## src/rtl/rom_download_writer.sv

```systemverilog
// Packs an HPS ioctl byte stream into 32-bit little-endian words, buffers them
// in a small FIFO and issues them as SDRAM write requests over a req/ack port.
`default_nettype none

module rom_download_writer #(
    parameter int IOCTL_AW   = 20,
    parameter int SDRAM_AW   = 23,
    parameter int BASE_ADDR  = 0,
    parameter int FIFO_DEPTH = 4
) (
    input  logic                clk,
    input  logic                reset,
    input  logic [IOCTL_AW-1:0] ioctl_addr,
    input  logic [7:0]          ioctl_data,
    input  logic                ioctl_wr,
    input  logic                ioctl_download,
    output logic                ioctl_wait,
    output logic [SDRAM_AW-1:0] sdram_addr,
    output logic [31:0]         sdram_data,
    output logic                sdram_we,
    output logic                sdram_req,
    input  logic                sdram_ack,
    output logic                busy,
    output logic                done,
    output logic                seq_error,
    output logic                overflow
);

    localparam int PW = $clog2(FIFO_DEPTH);
    localparam int CW = PW + 1;

    localparam logic [0:0] S_IDLE = 1'b0;
    localparam logic [0:0] S_REQ  = 1'b1;

    logic                dl_q;
    logic                first_q;
    logic                end_pend_q;
    logic                session_q;
    logic                active_q;
    logic                asm_valid_q;
    logic [31:0]         asm_data_q;
    logic [SDRAM_AW-1:0] asm_addr_q;
    logic [IOCTL_AW-1:0] prev_addr_q;
    logic                seq_err_q;
    logic                ovf_q;
    logic                done_q;

    logic [SDRAM_AW-1:0] fifo_addr_q [FIFO_DEPTH];
    logic [31:0]         fifo_data_q [FIFO_DEPTH];
    logic [PW-1:0]       wr_ptr_q;
    logic [PW-1:0]       rd_ptr_q;
    logic [CW-1:0]       count_q;

    logic [0:0]          state_q;
    logic [0:0]          state_d;
    logic [SDRAM_AW-1:0] addr_q;
    logic [31:0]         data_q;

    logic                w_rise;
    logic                w_fall;
    logic                w_seq;
    logic [1:0]          w_lane;
    logic [SDRAM_AW-1:0] w_waddr;
    logic                w_flush;
    logic [31:0]         w_base;
    logic [31:0]         w_merged;
    logic                w_bpush;
    logic                w_ok0;
    logic [CW-1:0]       w_cnt1;
    logic                w_ok1;
    logic                w_drop;
    logic                w_pop;
    logic [PW-1:0]       w_wr1_ptr;
    logic                w_busy;
    logic                w_active;

    assign w_rise   = ioctl_download & ~dl_q;
    assign w_fall   = dl_q & ~ioctl_download;
    assign w_seq    = first_q | w_rise | (ioctl_addr == prev_addr_q + IOCTL_AW'(1));
    assign w_lane   = ioctl_addr[1:0];
    assign w_waddr  = SDRAM_AW'(BASE_ADDR) + SDRAM_AW'(ioctl_addr[IOCTL_AW-1:2]);

    // A pending partial word leaves either on an address jump or after the end of download.
    assign w_flush  = asm_valid_q & ~w_rise & ((ioctl_wr & ~w_seq) | end_pend_q);
    assign w_base   = (w_flush | w_rise) ? 32'h0 : asm_data_q;
    assign w_merged = w_base | ({24'h0, ioctl_data} << {w_lane, 3'b000});
    assign w_bpush  = ioctl_wr & (w_lane == 2'd3);

    // Flush word takes the first free slot, the completed byte word the next one.
    assign w_ok0     = w_flush & (count_q < CW'(FIFO_DEPTH));
    assign w_cnt1    = count_q + CW'(w_ok0);
    assign w_ok1     = w_bpush & (w_cnt1 < CW'(FIFO_DEPTH));
    assign w_drop    = (w_flush & ~w_ok0) | (w_bpush & ~w_ok1);
    assign w_pop     = (state_q == S_REQ) & sdram_ack;
    assign w_wr1_ptr = wr_ptr_q + PW'(w_ok0);

    assign w_busy   = ioctl_download | (count_q != '0) | (state_q == S_REQ) | asm_valid_q;
    assign w_active = w_busy | end_pend_q | ioctl_wr;

    always_ff @(posedge clk) begin
        if (reset) begin
            dl_q        <= 1'b0;
            first_q     <= 1'b1;
            end_pend_q  <= 1'b0;
            session_q   <= 1'b0;
            active_q    <= 1'b0;
            asm_valid_q <= 1'b0;
            asm_data_q  <= 32'h0;
            asm_addr_q  <= '0;
            prev_addr_q <= '0;
            seq_err_q   <= 1'b0;
            ovf_q       <= 1'b0;
            done_q      <= 1'b0;
        end else begin
            dl_q       <= ioctl_download;
            end_pend_q <= w_fall;
            active_q   <= w_active;

            if (w_rise) begin
                first_q <= 1'b1;
            end
            if (ioctl_wr) begin
                first_q     <= 1'b0;
                prev_addr_q <= ioctl_addr;
            end

            if (ioctl_wr) begin
                if (w_bpush) begin
                    asm_valid_q <= 1'b0;
                    asm_data_q  <= 32'h0;
                end else begin
                    asm_valid_q <= 1'b1;
                    asm_data_q  <= w_merged;
                    asm_addr_q  <= w_waddr;
                end
            end else if (w_flush | w_rise) begin
                asm_valid_q <= 1'b0;
                asm_data_q  <= 32'h0;
            end

            if (w_rise) begin
                seq_err_q <= 1'b0;
                ovf_q     <= 1'b0;
                done_q    <= 1'b0;
            end
            if (ioctl_wr & ~w_seq) begin
                seq_err_q <= 1'b1;
            end
            if (w_drop) begin
                ovf_q <= 1'b1;
            end

            if (w_rise) begin
                session_q <= 1'b1;
            end else if (session_q & active_q & ~w_active) begin
                session_q <= 1'b0;
                done_q    <= 1'b1;
            end
        end
    end

    always_ff @(posedge clk) begin
        if (reset) begin
            wr_ptr_q <= '0;
            rd_ptr_q <= '0;
            count_q  <= '0;
        end else begin
            wr_ptr_q <= wr_ptr_q + PW'(w_ok0) + PW'(w_ok1);
            if (w_pop) begin
                rd_ptr_q <= rd_ptr_q + PW'(1);
            end
            count_q <= count_q + CW'(w_ok0) + CW'(w_ok1) - CW'(w_pop);
        end
    end

    always_ff @(posedge clk) begin
        if (w_ok0) begin
            fifo_addr_q[wr_ptr_q] <= asm_addr_q;
            fifo_data_q[wr_ptr_q] <= asm_data_q;
        end
        if (w_ok1) begin
            fifo_addr_q[w_wr1_ptr] <= w_waddr;
            fifo_data_q[w_wr1_ptr] <= w_merged;
        end
    end

    always_ff @(posedge clk) begin
        if (reset) begin
            state_q <= S_IDLE;
        end else begin
            state_q <= state_d;
        end
    end

    always_comb begin
        state_d = state_q;
        case (state_q)
            S_IDLE:  if (count_q != '0) state_d = S_REQ;
            S_REQ:   if (sdram_ack)     state_d = S_IDLE;
            default: state_d = S_IDLE;
        endcase
    end

    always_comb begin
        sdram_req = 1'b0;
        if (state_q == S_REQ) begin
            sdram_req = 1'b1;
        end
    end

    always_ff @(posedge clk) begin
        if (reset) begin
            addr_q <= '0;
            data_q <= 32'h0;
        end else if ((state_q == S_IDLE) && (count_q != '0)) begin
            addr_q <= fifo_addr_q[rd_ptr_q];
            data_q <= fifo_data_q[rd_ptr_q];
        end
    end

    assign sdram_we   = sdram_req;
    assign sdram_addr = addr_q;
    assign sdram_data = data_q;
    assign ioctl_wait = (count_q >= CW'(FIFO_DEPTH - 1));
    assign busy       = w_busy;
    assign done       = done_q;
    assign seq_error  = seq_err_q;
    assign overflow   = ovf_q;

endmodule

`default_nettype wire

```

## config.mk

```make
export PLATFORM = sky130hd
export DESIGN_NAME = rom_download_writer
export DESIGN_NICKNAME = d
export VERILOG_FILES = /design/src/rtl/rom_download_writer.sv
export SDC_FILE = /design/constraint.sdc
export NUM_CORES = 1
export LEC_CHECK = 0
export BUFFER_PORTS_ARGS = -buffer_cell sky130_fd_sc_hd__buf_2
export CAP_MARGIN = 10
export CELL_PAD_IN_SITES_DETAIL_PLACEMENT = 0
export CELL_PAD_IN_SITES_GLOBAL_PLACEMENT = 1
export CORE_UTILIZATION = 44
export DETAILED_ROUTE_END_ITERATION = 7
export GPL_ROUTABILITY_DRIVEN = 0
export GPL_TIMING_DRIVEN = 1
export PLACE_DENSITY = 0.68
export SYNTH_ARGS = -nofsm -noshare
export SYNTH_HDL_FRONTEND = slang
export SYNTH_SLANG_ARGS = --single-unit
```

## constraint.sdc

```tcl
create_clock -name clk -period 10.1 [get_ports clk]
set_input_delay 1.01 -clock clk [delete_from_list [all_inputs] [get_ports clk]]
set_output_delay 1.01 -clock clk [all_outputs]
set_load 0.1 [all_outputs]
```

==> results of run 1 <==
-- final cells by class --
type / count / area (sq um) / area share (%)
Sequential cell: 337 / 8760 / 51.5
Multi-Input combinational cell: 776 / 5730 / 33.7
Clock buffer: 57 / 1170 / 6.87
Timing Repair Buffer: 109 / 616 / 3.62
Tap cell: 442 / 553 / 3.25
Clock inverter: 14 / 159 / 0.935
Inverter: 6 / 22.5 / 0.132
-- registers in the layout, summed over array words and instances (netlist names), 2 cells and up --
signal       count
sdram_data      32
count_q          3
asm_addr_q      18
asm_data_q      32
fifo_addr_q     72
prev_addr_q     20
rd_ptr_q         2
fifo_data_q    128
sdram_addr      18
wr_ptr_q         2
-- layer usage --
metal	share of wire, %	global-route usage, %	wire [microns]
met5	0	0.593	0
met4	1.9	6.31	700
met3	5.9	3.74	2150
met2	48	36.8	17600
met1	44	29.5	16100
-- synth_stat cells, types with 11 or more instances --
library cell  count
a21oi_1          78
a32o_1           24
and2_1          106
and3_1           12
buf_4            11
clkbuf_1         54
dfxtp_1         137
edfxtp_1        200
mux2_2           54
mux2i_1          20
mux4_2           50
nand2_1         216
nor2_1           45
nor3_1           15
o2bb2ai_1        32
xnor2_1          17
xor2_1           14
-- per-stage QoR --
stage          cell area [sq um]  power, W  setup WS, ns  hold WS, ns
6_report                   17000   0.00432          4.15        0.449
5_1_grt                    17000   0.00449          3.64        0.468
4_1_cts                    17000   0.00436          4.14        0.452
3_5_place_dp               15700   0.00293          3.82        0.445
3_3_place_gp               15600   0.00292          3.89        0.440
2_1_floorplan              14800   0.00268          3.36        0.456
-- critical path: stages, from the launching register on --
cell	delay [ns]
dfxtp_1	0.42
ha_1	0.29
nand3_1	0.28
or3_1	0.39
a32oi_1	0.22
a22oi_1	0.17
a2111oi_4	0.39
a21oi_2	0.16
o21ai_0	0.17
buf_4	0.21
inv_1	0.09
ha_1	0.18
ha_1	0.18
xor2_1	0.17
inv_1	0.08
nand3_1	0.20
inv_1	0.19
nand3_1	0.45
buf_4	0.43
o21ai_4	0.36
buf_4	0.53
-- cells by family (layout without fill, tap and decap cells) --
group,Yosys count,count (layout)
fa+ha+maj,8,8
mux,124,124
compound gates,166,166
simple gates,442,442
other cells,1,5
flops,337,337
buf+inv,94,186
xor+xnor,31,31
-- how the worst max path moves through the flow --
stage | start | to | depth (start not counted)
5_1_grt | prev_addr_q[0] | fifo_data_q[3][0] | 20
6_report | prev_addr_q[0] | fifo_addr_q[3][6] | 20
4_1_cts | prev_addr_q[0] | fifo_data_q[3][0] | 20
3_3_place_gp | ioctl_addr[17] | fifo_addr_q[3][11] | 20
3_5_place_dp | ioctl_addr[17] | fifo_addr_q[3][11] | 20
2_1_floorplan | ioctl_addr[17] | fifo_addr_q[3][0] | 17
-- power groups by stage --
stage	clock (W)	combinational, W	sequential (W)
global route	0.00152	0.00130	0.00167
global placement	0	0.00123	0.00168
finish	0.00144	0.00122	0.00166
CTS	0.00146	0.00124	0.00166
detailed placement	0	0.00124	0.00169
floorplan	0	0.000464	0.00221
==> results.txt, run 1 <==
status - completed
clk root buf - clkbuf_16
hold path depth - 2
Die Span Y - 185 microns
FP Rows - 66
VDD IR max - 176 uV
Worst EP required - 10.26 ns
R2R Path Start - prev_addr_q[0]
fill count - 2949
Synth cell types - 59
antenna cells - 0
Final min period - 5.95 ns
MaxCap Viol Count - 0
RSZ-0062 raised after global routing - no
post-synthesis compound-gate area fraction - 7.98%
crit path max fanout - 29
Synth Area in Simple Gates - 14.4%
GRT Total Usage - 22.1%
commonest non-fill, non-tap cell in the layout - nand2_1
P_sw - 0.00161 W
WL/cell - 21.0 microns
FF-to-FF setup slack - 4.15 ns
power density over the cells - 254 mW/mm^2
Core ar. - 0.0328 sq mm
CTS resizes - 0
Hold Path End - sdram_data[12]
cell internal pwr - 0.00271 W
Net Sw Frac - 37.3%
fin crit share - 58.9%
register share of total power - 38.3%
Yosys top cell by area - edfxtp_1
Hold Vio Cnt, Final - 0
synthesis-to-finish area growth - 14.9%
CP Class - reg -> reg
reg2reg end - fifo_addr_q[3][6]
r2r worst-path depth - 20
first-pass GRT wire length - 56700 microns
Iter 0 DRT Violations - 503
non-filler cells, final - 1741
register bit count reported by yosys - 337
Relative slew margins - 23.3%
mux contribution to synthesized area - 13.1%
Post-Synth Adder-Cell Area - 0.727%
Avg Inst Size Synth - 12.3 sq um
CTS Sinks - 337
initial antenna violation count - 0
Clock Power Share - 33.4%
Fin Setup TNS - 0 ns
ys flop type - edfxtp_1
largest family of logic cells by synthesized area - simple AND/OR/NAND/NOR gates
crit end category - flip-flop
placed insts - 1668
most frequent cells in the layout - nand2_1, edfxtp_1, dfxtp_1
Mapped Cells - 1203
pin count of the biggest net entering global routing - 73
dpl hpwl - 21900 microns
leakage - 6.25 nW
Synth Area in XOR/XNOR - 1.84%
logic gate share of total power - 28.3%
number of global-route vias before repair - 9503
H-tree Lvls - 2
Area contributors post-synth - edfxtp_1, dfxtp_1, mux4_2
number of buffers created by CTS - 39
port bufs - 89
Final Util - 51.9%
CTS tree - built
Synthesis Warnings - 0
routed vias/inst - 5.47
Seq/Total Area, Yosys - 59.1%
ys async rst share - 0%
# nets final - 1310
Clock Tree Buf Depth - 3
I/O pin count - 95
Congestion Overflow GR - 0
Detail Route Antenna Nets - 0
DRC violation count after routing - 0
layout cells sized above 1 - 22.5%
CTS clk-pin slew, worst paths - 0.06 ns
maximum clock rate - 0.168 GHz
Setup crit start kind - flip-flop
Hold Startpoint - sdram_data[12]
EDFF count, synth - 200
CP arrival - 6.11 ns
Min-Delay Path Class - reg -> reg
CTS hold repair buffers - 0
max-slew violations - 0
WL final - 36600 microns
clk_skew - 0.0181 ns
Initial DRT Pass Iterations - 4
Die ar. - 0.0344 sq mm
clk_lat worst skew - 0.53 ns
Synth top area share - 40.6%
initial core utilization - 45.1%
Mapped Area - 0.0148 sq mm
Vias - 9519
Post-CTS Setup Bufs - 0
setup violators final - 0
slew at the pin closest to its max-slew limit - 1.14 ns
Die X - 185 microns
Note: power is estimated with default switching activity, not from simulation.
==> run 2: changes to the inputs <==
Settings changed: ABC_AREA from default to 1, CORE_UTILIZATION 44 to 42, PLACE_DENSITY 0.68 to 0.72.
Clock period 10.1 ns to 5.2 ns, I/O delays scaled along.
==> results.txt, run 2 <==
register bit count reported by yosys - 337 (unchanged)
Min-Delay Path Class - in -> reg
clk_skew - 0.0103 ns (-0.00780 ns)
port bufs - 89 (unchanged)
maximum clock rate - 0.231 GHz (+38%)
logic gate share of total power - 32.3% (+4.0 points)
setup violators final - 0 (unchanged)
max-slew violations - 0 (unchanged)
Hold Vio Cnt, Final - 0 (unchanged)
Area contributors post-synth - edfxtp_1, dfxtp_1, nand2_1
number of buffers created by CTS - 38 (-2.6%)
crit path max fanout - 6 (-79%)
Final min period - 4.33 ns (-1.62 ns)
layout cells sized above 1 - 15.2% (-7.3 points)
CTS clk-pin slew, worst paths - 0.06 ns (about the same)
CP Class - reg -> reg
number of global-route vias before repair - 12.8k (+35%)
CTS Sinks - 337 (unchanged)
leakage - 7.58 nW (+21%)
Hold Startpoint - ioctl_download
Final Util - 48.0% (-3.9 points)
CTS resizes - 0 (unchanged)
synthesis-to-finish area growth - 12.2%
FP Rows - 72 (+9.1%)
Vias - 13.3k (+39%)
CTS tree - built
Yosys top cell by area - edfxtp_1
FF-to-FF setup slack - 0.87 ns (-3.28 ns)
H-tree Lvls - 2 (unchanged)
Relative slew margins - 35.7% (+12 points)
ys flop type - edfxtp_1
Die ar. - 0.0403 sq mm (+17%)
commonest non-fill, non-tap cell in the layout - nand2_1
most frequent cells in the layout - nand2_1, o21ai_0, nor2_1
ys async rst share - 0% (unchanged)
Synthesis Warnings - 0 (unchanged)
# nets final - 2051 (+57%)
initial antenna violation count - 3 (+3)
Fin Setup TNS - 0 ns (unchanged)
initial core utilization - 42.8% (-2.3 points)
pin count of the biggest net entering global routing - 77 (+5.5%)
GRT Total Usage - 23.9% (+1.8 points)
power density over the cells - 472 mW/mm^2 (+86%)
WL/cell - 18.6 microns (-12%)
Core ar. - 0.0387 sq mm (+18%)
Congestion Overflow GR - 0 (unchanged)
cell internal pwr - 0.00511 W (+89%)
Seq/Total Area, Yosys - 52.8% (-6.3 points)
P_sw - 0.00366 W (+130%)
dpl hpwl - 27600 microns (+26%)
Avg Inst Size Synth - 8.34 sq um (-32%)
CP arrival - 4.79 ns (-1.32 ns)
VDD IR max - 738 uV (+320%)
Detail Route Antenna Nets - 0 (unchanged)
most frequent cells after synthesis - nand2_1, o21ai_0, nor2_1
EDFF count, synth - 200 (unchanged)
clk_lat worst skew - 0.53 ns (about the same)
largest registers - fifo_data_q: 128 flops, fifo_addr_q: 72 flops
register share of total power - 37.5% (-0.8 points)
routed vias/inst - 5.18 (-5.3%)
max FFs per register - 128 (unchanged)
crit path launch - prev_addr_q[0]
Clock Power Share - 30.2% (-3.2 points)
Synth cell types - 39 (-34%)
reg2reg end - count_q[2]
Die X - 201 microns (+8.2%)
most common cell in the netlist - nand2_1
first-pass GRT wire length - 74900 microns (+32%)
I/O pin count - 95 (unchanged)
Post-CTS Setup Bufs - 0 (unchanged)
Die Span Y - 201 microns (+8.2%)
critical path capture point - count_q[2]
Net Sw Frac - 41.7% (+4.5 points)
Setup crit start kind - flip-flop
Synth top area share - 36.2% (-4.4 points)
slew at the pin closest to its max-slew limit - 0.963 ns (-0.178 ns)
Iter 0 DRT Violations - 972 (+93%)
r2r worst-path depth - 26 (+30%)
R2R Path Start - prev_addr_q[0]
largest reg by FF count - fifo_data_q
hold path depth - 3 (+1)
DRC violation count after routing - 0 (unchanged)
crit end category - flip-flop
Mapped Cells - 1988 (+65%)
Initial DRT Pass Iterations - 5 (+1)
CTS hold repair buffers - 0 (unchanged)
status - completed
MaxCap Viol Count - 0 (unchanged)
Mapped Area - 0.0166 sq mm (+12%)
RSZ-0062 raised after global routing - no
WL final - 47600 microns (+30%)
clk root buf - clkbuf_16
Clock Tree Buf Depth - 3 (unchanged)
fin crit share - 83.2% (+24 points)
Worst EP required - 5.66 ns (-4.60 ns)
==> run 2: logic make-up after synthesis <==
logic type	count (synthesis)	synth area share, %
adder cells (fa/ha/maj)	8	0.649
other	1	0.0226
buffers and inverters	233	5.87
XOR/XNOR	21	1.11
AND/OR/NAND/NOR	1034	28.4
AO/OA/AOI/OAI	354	11.2
flip-flops	337	52.8
==> run 2: metrics by stage <==
step	hold WS, ns	cell area, sq um	total power (W)	worst slack, ns	std cells
finish	0.243	18600	0.00877	0.872	2560
global route	0.247	18600	0.00914	0.442	2559
CTS	0.223	18600	0.00884	0.896	2558
detailed placement	0.428	17400	0.00619	0.857	2488
global placement	0.425	17400	0.00617	0.898	2488
floorplan	0.417	16600	0.00561	0.536	1992
==> run 2: per-layer routing <==
layer | track usage [%] | wire length (microns)
met5 | 0 | 0
met3 | 2.99 | 2560
met1 | 32.6 | 21800
met4 | 6.38 | 1040
met2 | 40.0 | 22200
==> run 2: worst min path at each step <==
stage / endpoint
detailed placement: end_pend_q
CTS: dl_q
finish: dl_q
floorplan: end_pend_q
global route: dl_q
global placement: end_pend_q
==> run 2: power groups by stage <==
stage | combinational, W | sequential [W] | clock, W
after floorplan | 0.000922 | 0.00469 | 0
after global placement | 0.00283 | 0.00334 | 0
after detailed placement | 0.00284 | 0.00334 | 0
after CTS | 0.00285 | 0.00329 | 0.00270
after global routing | 0.00302 | 0.00332 | 0.00281
final | 0.00284 | 0.00329 | 0.00265
==> run 2: cell type report <==
type | instances | area [sq um]
Fill cell | 3733 | 20100
Clock inverter | 18 | 113
Timing Repair Buffer | 118 | 701
Tap cell | 518 | 648
Sequential cell | 337 | 8750
Antenna cell | 2 | 5.00
Inverter | 93 | 350
Multi-Input combinational cell | 1422 | 6910
Clock buffer | 52 | 1120
==> run 2: worst max-delay path, cell delays in order, from the launching register on <==
cell and delay [ns]:
dfxtp_1 0.39, ha_1 0.21, nand2_2 0.09, nor2_4 0.14
nand3_2 0.16, nor2_2 0.12, xor2_1 0.15, nand2_1 0.06
nor2_1 0.14, nand3_1 0.11, nand2_2 0.11, nand2_4 0.07
nand2_8 0.06, nor2_4 0.05, ha_1 0.19, ha_1 0.18
xor2_1 0.27, nor2_1 0.10, inv_1 0.30, ha_1 0.31
inv_1 0.06, ha_1 0.13, inv_1 0.05, fa_1 0.37
xor2_1 0.18, o21ai_0 0.10, a21oi_1 0.15
==> run 3: changes to the inputs <==
Settings changed: ABC_AREA 1 to 0, CORE_UTILIZATION 42 to 44, PLACE_DENSITY 0.72 to 0.68.
Clock period 5.2 ns to 4.02 ns, I/O delays scaled along.
==> results.txt, run 3 (synthesis results as in run 1) <==
WL/cell - 21.9 microns (+18%)
max-slew violations - 0 (unchanged)
R2R Path Start - prev_addr_q[2]
DRC violation count after routing - 0 (unchanged)
initial antenna violation count - 1 (-2)
final worst slack - -0.0609 ns (-0.933 ns)
largest registers - fifo_data_q: 128 flops, fifo_addr_q: 72 flops
crit path launch - prev_addr_q[2]
WHS - 0.113 ns (-0.130 ns)
VDD IR max - 804 uV (+8.9%)
MaxCap Viol Count - 0 (unchanged)
dpl hpwl - 23400 microns (-15%)
Die X - 185 microns (-7.6%)
clk_skew - 0.0118 ns (+0.00147 ns)
met3 WL - 2580 microns (+1.1%)
crit end category - flip-flop
I/O pin count - 95 (unchanged)
number of global-route vias before repair - 9706 (-24%)
WL final - 40700 microns (-14%)
clk root buf - clkbuf_16
Iter 0 DRT Violations - 870 (-10%)
setup violators final - 144 (+144)
Min-Delay Path Class - in -> reg
# nets final - 1430 (-30%)
highest routed layer - met4
initial core utilization - 45.1% (+2.3 points)
clk_lat worst skew - 0.52 ns (about the same)
FF-to-FF setup slack - -0.06 ns (-0.93 ns)
Vias - 10.2k (-23%)
power density over the cells - 558 mW/mm^2 (+18%)
Initial DRT Pass Iterations - 5 (unchanged)
GRT Total Usage - 22.3% (-1.5 points)
Worst EP required - 4.40 ns (-1.26 ns)
Detail Route Antenna Nets - 0 (unchanged)
total power - 0.0107 W (+22%)
Final min period - 4.08 ns (-0.247 ns)
wire length on met2 - 19100 microns (-14%)
layout cells sized above 1 - 39.4% (+24 points)
Crit-path slowest cell - or4_4
fin crit share - 102% (+18 points)
critical path capture point - count_q[2]
CTS Sinks - 337 (unchanged)
RSZ-0062 raised after global routing - yes
port bufs - 89 (unchanged)
Die Span Y - 185 microns (-7.6%)
CP Class - reg -> reg
FP Rows - 66 (-8.3%)
crit path max fanout - 5 (-1)
CTS clk-pin slew, worst paths - 0.06 ns (about the same)
commonest non-fill, non-tap cell in the layout - nand2_1
largest stage delay on the critical path - 0.61 ns (+0.22 ns)
critical-path cell list - nand4_1 -> or4_4 -> a21boi_2 -> o21ai_2 -> a2111oi_4 -> a21oi_2 -> o21ai_4 -> inv_2 -> ha_4 -> ha_4 -> xor2_2 -> inv_2 -> nand3_4 -> ha_4 -> inv_2 -> ha_4 -> inv_2 -> fa_2 -> xor2_2 -> xnor2_1 -> nor2_1
leakage - 7.37 nW (-2.8%)
Relative slew margins - 22.4% (-13 points)
slew at the pin closest to its max-slew limit - 1.16 ns (+0.199 ns)
failing checks - negative setup slack
routed vias/inst - 5.51 (+6.4%)
max FFs per register - 128 (unchanged)
pin count of the biggest net entering global routing - 66 (-14%)
WL met1 - 18200 microns (-16%)
maximum clock rate - 0.245 GHz (+6.1%)
Clock Tree Buf Depth - 3 (unchanged)
Setup crit start kind - flip-flop
CTS tree - built
Congestion Overflow GR - 0 (unchanged)
status - finished, violations left
CP arrival - 4.46 ns (-0.33 ns)
most frequent cells in the layout - nand2_1, edfxtp_1, dfxtp_1
synthesis-to-finish area growth - 30.0%
Die ar. - 0.0344 sq mm (-15%)
r2r worst-path depth - 21 (-19%)
Hold Vio Cnt, Final - 0 (unchanged)
first-pass GRT wire length - 57400 microns (-23%)
antenna cells - 0 (-2)
H-tree Lvls - 2 (unchanged)
CTS hold repair buffers - 0 (unchanged)
reg2reg end - count_q[2]
number of buffers created by CTS - 37 (-2.6%)
pre-CTS setup slack - -0.239 ns (-1.10 ns)
Fin Setup TNS - -2.93 ns (-2.93 ns)
largest reg by FF count - fifo_data_q
Core ar. - 0.0328 sq mm (-15%)
## run 3: cell types whose count changed in the layout (fill, tap and decap cells not counted), moves of 50 or more
cell	before	now
mux4_2	0	50
inv_1	87	1
nor2_1	247	38
mux2_2	0	54
o21ai_0	249	2
nand3_1	55	5
and2_4	0	92
nand2_1	593	210
buf_4	26	79
## run 3: timing repair
item	4_1_cts	5_1_grt
gates resized for setup	3	188
cloned	0	27
buffers inserted	4	12
pin swaps	10	12
endpoints found under the setup margin	198	398
## run 3: worst min-delay path by stage
stage	start	endpoint	slack, ns	depth (start not counted)
floorplan	session_q	session_q	0.46	2
global placement	sdram_addr[7]	sdram_addr[7]	0.44	2
detailed placement	sdram_data[21]	sdram_data[21]	0.44	2
CTS	ioctl_download	end_pend_q	0.10	2
global route	ioctl_download	end_pend_q	0.11	2
finish	ioctl_download	end_pend_q	0.11	2
## run 3: through the flow
| stage | area, sq um | cells | util (%) |
|---|---|---|---|
| floorplan | 15000 | 1207 | - |
| global placement | 16600 | 1749 | 50.5 |
| detailed placement | 16600 | 1749 | 50.5 |
| CTS | 17800 | 1820 | 54.3 |
| global route | 19200 | 1859 | 58.7 |
| finish | 19200 | 1859 | 58.7 |
## run 3: critical path: cells and delay by family (launching register included)
family,cells,cell delay [ns]
flops,1,0.32
buf+inv,4,0.23
compound gates,5,0.91
xor+xnor,3,0.43
simple gates,4,1.01
fa+ha+maj,5,1.03
## run 3: layout make-up
type,count,area [sq um]
sequential,337,8760
inverter,6,27.5
multi-input combinational,776,6440
clock inverter,17,138
fill,2720,13500
tap,442,553
clock buffer,50,1040
timing repair buffer,231,2280
## run 3: where the power goes
part | internal [W] | switching (W) | total, W
Clock | 0.00194 | 0.00137 | 0.00331
Sequential | 0.00394 | 0.000217 | 0.00416
Combinational | 0.000783 | 0.00248 | 0.00327
Total | 0.00666 | 0.00407 | 0.0107
## run 3: layer usage
layer,GRT usage (%),vias to the layer above
met2,37.0,351
li1,-,4750
met4,4.50,0
met1,31.4,5091
met5,0,-
met3,2.83,51
